$ cat src/rtl/pipe_hazard_ctrl.sv
// Pipeline hazard controller: tracks destination tags through ID/EX, EX/MEM, MEM/WB,
// stalls the front end on load-use hazards and bubbles ID/EX on stalls and branch flushes.
module pipe_hazard_ctrl #(
  parameter int CNT_W = 16
) (
  input  logic             clk,
  input  logic             rst,
  input  logic [4:0]       IF_ID_Rs,
  input  logic [4:0]       IF_ID_Rt,
  input  logic             IF_ID_UsesRt,
  input  logic [4:0]       ID_Rd,
  input  logic             ID_RegWrite,
  input  logic             ID_MemRead,
  input  logic             ID_Valid,
  input  logic             EX_BranchTaken,
  output logic [4:0]       ID_EXE_Rs,
  output logic [4:0]       ID_EXE_Rt,
  output logic [4:0]       ID_EXE_Rd,
  output logic             ID_EXE_RegWrite,
  output logic             ID_EXE_MemRead,
  output logic [4:0]       EXE_MEM_Rd,
  output logic             EXE_MEM_RegWrite,
  output logic [4:0]       MEM_WB_Rd,
  output logic             MEM_WB_RegWrite,
  output logic             PCWrite,
  output logic             IF_ID_Write,
  output logic             IF_ID_Flush,
  output logic [CNT_W-1:0] stall_count
);

  logic [4:0]       r_ex_rs, r_ex_rt, r_ex_rd;
  logic             r_ex_rw, r_ex_mr;
  logic [4:0]       r_mem_rd;
  logic             r_mem_rw;
  logic [4:0]       r_wb_rd;
  logic             r_wb_rw;
  logic [CNT_W-1:0] r_stall_count;

  logic w_hz, w_stall, w_bubble;

  // A load into r0 never creates a dependency, hence the Rd != 0 term.
  assign w_hz = ID_Valid & r_ex_mr & (r_ex_rd != 5'd0) &
                ((r_ex_rd == IF_ID_Rs) | (IF_ID_UsesRt & (r_ex_rd == IF_ID_Rt)));

  // A taken branch makes the decode instruction wrong-path, so flush overrides stall.
  assign w_stall  = w_hz & ~EX_BranchTaken;
  assign w_bubble = EX_BranchTaken | w_stall | ~ID_Valid;

  // NOTE: sequential state uses non-blocking assignments so every stage samples
  // the previous stage's value from before this edge, not the freshly updated one.
  always_ff @(posedge clk) begin
    if (rst || w_bubble) begin
      r_ex_rs <= 5'd0;
      r_ex_rt <= 5'd0;
      r_ex_rd <= 5'd0;
      r_ex_rw <= 1'b0;
      r_ex_mr <= 1'b0;
    end else begin
      r_ex_rs <= IF_ID_Rs;
      r_ex_rt <= IF_ID_Rt;
      r_ex_rd <= ID_Rd;
      r_ex_rw <= ID_RegWrite;
      r_ex_mr <= ID_MemRead;
    end
  end

  // EX/MEM and MEM/WB never stall or flush: the instruction in EX on a taken branch is the branch.
  always_ff @(posedge clk) begin
    if (rst) begin
      r_mem_rd <= 5'd0;
      r_mem_rw <= 1'b0;
      r_wb_rd  <= 5'd0;
      r_wb_rw  <= 1'b0;
    end else begin
      r_mem_rd <= r_ex_rd;
      r_mem_rw <= r_ex_rw;
      r_wb_rd  <= r_mem_rd;
      r_wb_rw  <= r_mem_rw;
    end
  end

  always_ff @(posedge clk) begin
    if (rst) begin
      r_stall_count <= '0;
    end else if (w_stall && (r_stall_count != {CNT_W{1'b1}})) begin
      r_stall_count <= r_stall_count + CNT_W'(1);
    end
  end

  assign ID_EXE_Rs        = r_ex_rs;
  assign ID_EXE_Rt        = r_ex_rt;
  assign ID_EXE_Rd        = r_ex_rd;
  assign ID_EXE_RegWrite  = r_ex_rw;
  assign ID_EXE_MemRead   = r_ex_mr;
  assign EXE_MEM_Rd       = r_mem_rd;
  assign EXE_MEM_RegWrite = r_mem_rw;
  assign MEM_WB_Rd        = r_wb_rd;
  assign MEM_WB_RegWrite  = r_wb_rw;
  assign PCWrite          = ~w_stall;
  assign IF_ID_Write      = ~w_stall;
  assign IF_ID_Flush      = EX_BranchTaken;
  assign stall_count      = r_stall_count;

endmodule

$ cat config.mk
export PLATFORM = sky130hd
export DESIGN_NAME = pipe_hazard_ctrl
export DESIGN_NICKNAME = d
export VERILOG_FILES = /design/src/rtl/pipe_hazard_ctrl.sv
export SDC_FILE = /design/constraint.sdc
export NUM_CORES = 1
export LEC_CHECK = 0
export CORE_UTILIZATION = 41
export CTS_BUF_LIST = sky130_fd_sc_hd__clkbuf_8
export CTS_CLUSTER_SIZE = 40
export DETAILED_ROUTE_END_ITERATION = 10
export PLACE_DENSITY = 0.78
export SLEW_MARGIN = 20
export SYNTH_ARGS = -nofsm -noshare
export SYNTH_HDL_FRONTEND = slang
export SYNTH_SLANG_ARGS = --single-unit
$ cat constraint.sdc
create_clock -name clk -period 2.1 [get_ports clk]
set_clock_uncertainty 0.05 [all_clocks]
set_input_delay 0.42 -clock clk [delete_from_list [all_inputs] [get_ports clk]]
set_output_delay 0.42 -clock clk [all_outputs]
set_load 0.01 [all_outputs]
After elaboration in Yosys (flattened, before gate mapping)
Cells that the tools add are included.

operators by class
  $add $sub $neg = 1
  eq/ne operators = 3
  bitwise logic cells = 11
  reductions and logical operators = 3

operators by type and width
  cell                     count
  $add A16 B1 Y16 const B  1
  $ne A16 B16 Y1 const B   1
  $eq A5 B5 Y1             2
  $and A1 B1 Y1            5
  $reduce_bool A5 Y1       1
  $not A1 Y1               3
  $or A1 B1 Y1             3
  $logic_and A1 B1 Y1      1
  $logic_or A1 B1 Y1       1

word-level totals
  register bits = 45
  output and inout bits = 48

Longest topological paths before layout
  depth after elaboration = 8
  mapped depth = 6
  gate-level depth less buffers = 6

Worst setup path after synthesis
Ideal clock, no wire load.

  kind = input to output
  start point = input IF_ID_Rt[3]
  end point = output PCWrite
  data arrival time = 1.853 ns
  data required time = 1.630 ns
  path slack = -0.223 ns
  stages = 6
  path buffers = 2
  cells stage by stage = xor2_1 -> nor4_2 -> a32oi_2 -> clkbuf_1 -> or3_1 -> buf_4

on the way
  cells in the longest elaborated chain, start to end = 6

ends and longest elaborated chain
  item           line  RTL
  from (decl)    9     input logic [4:0] IF_ID_Rt,
  $eq A5 B5 Y1   43    ((r_ex_rd == IF_ID_Rs) | (IF_ID_UsesRt & (r_ex_rd == IF_ID_Rt)));
  $and A1 B1 Y1  43
  $or A1 B1 Y1   43
  $and A1 B1 Y1  42    assign w_hz = ID_Valid & r_ex_mr & (r_ex_rd != 5'd0) &
  $and A1 B1 Y1  46    assign w_stall = w_hz & ~EX_BranchTaken;
  $not A1 Y1     --
  to (decl)      25    output logic PCWrite,

No other way between the ends.

Final worst setup path
  start point = input IF_ID_Rs[1]
  end point = output PCWrite

on the way
  cells in the longest elaborated chain, start to end = 5

ends and longest elaborated chain
  item           line  RTL
  from (decl)    8     input logic [4:0] IF_ID_Rs,
  $eq A5 B5 Y1   43
  $or A1 B1 Y1   43
  $and A1 B1 Y1  42
  $and A1 B1 Y1  46
  $not A1 Y1     99    assign PCWrite = ~w_stall;

No other way between the ends.

==> results.json <==
{
  "status": "finished, violations left",
  "failed_checks": "setup timing",
  "ant_nets": 0,
  "netlist.area_leader.share": 0.491,
  "start_util": 0.443,
  "clock-sinks": 45,
  "synth-edff-count": 0,
  "wl_per_cell_um": 13.3,
  "fillers": 334,
  "netlist-cell-type-count": 33,
  "arrival_ps": 1810,
  "grt_start_max_net_pins": 27,
  "drt_wl_total_um": 4410,
  "synthSimpleGateAreaFrac": 0.300,
  "num_vias": 1663,
  "synth_seq_area_share": 0.491,
  "netlist_area_um2": 1830,
  "avgSynthCellArea_um2": 9.76,
  "fin_util": 0.704,
  "die_area_um2": 4750,
  "cp_slowest_cell": "clkdlybuf4s50_1",
  "port_buffers": 69,
  "syn_inst": 188,
  "io_pins": 70,
  "yosys.area.top_type": "dfxtp_1",
  "synthXorXnorAreaFrac": 0.0477,
  "die_width_um": 68.9,
  "cts_buffers": 5,
  "first_pass_iters": 4,
  "remaining_drc_errors": 0,
  "place_area_um2": 2730,
  "path_class": "in -> out",
  "worst_pin_slew_ps": 284,
  "viasPerCell": 5.01,
  "p_leak_nw": 1.13,
  "critPathBufInv": 2,
  "crit_chain": "clkdlybuf4s50_1, xor2_1, nor3_2, a32oi_2, or3_4, buf_6",
  "gr-total-overflow": 0,
  "grt_pass1_wl_um": 6800,
  "yosys_warnings": 0,
  "cp-start-kind": "input port",
  "grt_pass1_vias": 1530,
  "clk_latency_ps": 300,
  "drive_gt1_frac": 0.209,
  "fp.dieH_um": 68.9,
  "area_delta_synth_final_pct": 59.1,
  "grt_usage": 0.197,
  "critPathMaxFanout": 2,
  "critPathMaxStageDelay_ps": 440,
  "synth_fp_nets": 211,
  "maxSlewViolCount": 0,
  "synthAdderAreaFrac": 0.00682,
  "timing.slew.headroom": 0.811,
  "power_mw": 1.66,
  "synth_compound_area_frac": 0.0859,
  "synth-async-reset-ratio": 0,
  "stdcell_area_um2": 2920,
  "core_um2": 4140,
  "synth_seq_cells": 45,
  "rsz0062_at_grt": "true",
  "p_per_area_nw_per_um2": 568,
  "post-route-period-util": 1.09,
  "critPathTopFamily": "buffers and inverters",
  "initialDrtViolationCount": 59,
  "synth_top_family_by_area": "simple AND/OR/NAND/NOR gates",
  "min_path_type": "reg -> reg",
  "fmax_ghz": 0.438,
  "nNetsFinal": 304,
  "setup_viol_count_final": 2,
  "dp_hpwl_um": 3270,
  "finalHoldViolations": 0,
  "antenna_found_initial": 0,
  "worst_slack_ps": -182,
  "clk_path_buf_depth": 2,
  "diodes": 0,
  "routabilityCongestion": 0.797,
  "stdcell_count": 332,
  "place_inst": 323,
  "period_minus_slack_ps": 2280,
  "cp.required_ps": 1630,
  "max-cap-violations": 0,
  "rows": 23,
  "cts_hold_buf": 0,
  "htreeDepth": 2,
  "cts_tree": "yes",
  "yosys-top-cells-area": "dfxtp_1 49%, nor2b_1 6.8%, and2_1 6.1%",
  "cts_root_buf": "clkbuf_8",
  "worstSetupEndpointType": "primary output",
  "vdd_drop_max_v": 0.000394,
  "synthFlopType": "dfxtp_1",
  "synthMuxAreaShare": 0.0430,
  "clkSlewWorstSetupHoldPaths_ps": 80
}
[per-layer routing]
| layer | routed length [µm] | vias to the layer above | global-route usage |
|---|---|---|---|
| li1 | - | 843 | - |
| met1 | 1950 | 775 | 0.230 |
| met2 | 2200 | 38 | 0.334 |
| met3 | 181 | 7 | 0.0625 |
| met4 | 76 | 0 | 0.0765 |
| met5 | 0 | - | 0 |
[registers in the layout (all words and copies together) (netlist names)]
register	cells
ID_EXE_Rt	5
ID_EXE_Rd	5
ID_EXE_RegWrite	1
EXE_MEM_RegWrite	1
ID_EXE_Rs	5
stall_count	16
MEM_WB_RegWrite	1
MEM_WB_Rd	5
ID_EXE_MemRead	1
EXE_MEM_Rd	5
[through the flow]
stage	hold slack, ps	setup TNS, ps	worst slack (ps)
after floorplan	442	-166	-160
after global placement	399	-13920	-748
after detailed placement	406	-15480	-791
after CTS	407	-389	-195
after global routing	410	-906	-273
final	416	-363	-182
[synthesized netlist by cell type, types with 5 or more instances]
| library cell | number |
|---|---|
| a21oi_1 | 9 |
| and2_1 | 18 |
| dfxtp_1 | 45 |
| mux2_2 | 7 |
| nand2_1 | 7 |
| nand3_1 | 6 |
| nor2_1 | 10 |
| nor2b_1 | 20 |
| nor3_1 | 6 |
| o21ai_0 | 5 |
| or3_1 | 7 |
| or4_1 | 5 |
| xor2_1 | 9 |
[cell type report]
type	count	area [µm²]	share of cell area
clock buffer	5	68.8	0.0236
clock inverter	3	42.5	0.0146
multi-input combinational	135	960	0.329
sequential	45	907	0.311
tap	50	62.6	0.0214
timing repair buffer	94	878	0.301
[final timing paths]
check                           slack, ps                           to  cells after the start                startpoint
worst max-delay path                 -180                      PCWrite                      6               IF_ID_Rs[1]
worst min-delay path                  420      MEM_WB_Rd[1]$_SDFF_PP0_                      1  EXE_MEM_Rd[1]$_SDFF_PP0_
worst min register to register        420      MEM_WB_Rd[1]$_SDFF_PP0_                      1  EXE_MEM_Rd[1]$_SDFF_PP0_
worst max register to register         70  stall_count[3]$_SDFFE_PP0P_                      6   ID_EXE_Rd[1]$_SDFF_PP0_
[power breakdown]
part	total (mW)	internal [mW]	switching [mW]
sequential	0.868	0.863	0.00490
clock	0.645	0.352	0.293
combinational	0.146	0.0843	0.0618
[cells by family (layout without fill, tap and decap cells)]
group / after synthesis / in the layout
flip-flops: 45 / 45
adder cells (fa/ha/maj): 1 / 1
buffers and inverters: 8 / 102
multiplexers: 7 / 7
AO/OA/AOI/OAI: 24 / 24
AND/OR/NAND/NOR: 93 / 93
XOR/XNOR: 10 / 10
[cells in the final DEF, fill, tap and decap left out, drive strengths merged]
master         netlist  layout
clkdlybuf4s50        0      63
dfxtp               45      45
buf                  3      27
nor2b               20      20
and2                18      18
nor2                10      10
xor2                 9       9
a21oi                9       9
mux2                 7       7
nand2                7       7
or3                  7       7
o21ai                6       6
nand3                6       6
nor3                 6       6
or4                  5       5
clkbuf               5       5
nand4                4       4
o31ai                4       4
and4                 3       3
and3                 2       2
clkdlybuf4s15        0       2
dlygate4sd2          0       2
o21a                 2       2
nand2b               1       1
nor4                 1       1
xnor2                1       1
a32oi                1       1
o2111ai              1       1
a41oi                1       1
nor4b                1       1
nor3b                1       1
or3b                 1       1
ha                   1       1
bufinv               0       1
clkinv               0       1
inv                  0       1
[repair_timing]
action,in CTS,in global routing
setup endpoints to repair,33,31
resized for setup,24,10
buffers inserted,2,1
pin swaps,4,3
Note: power is estimated with default switching activity, not from simulation.
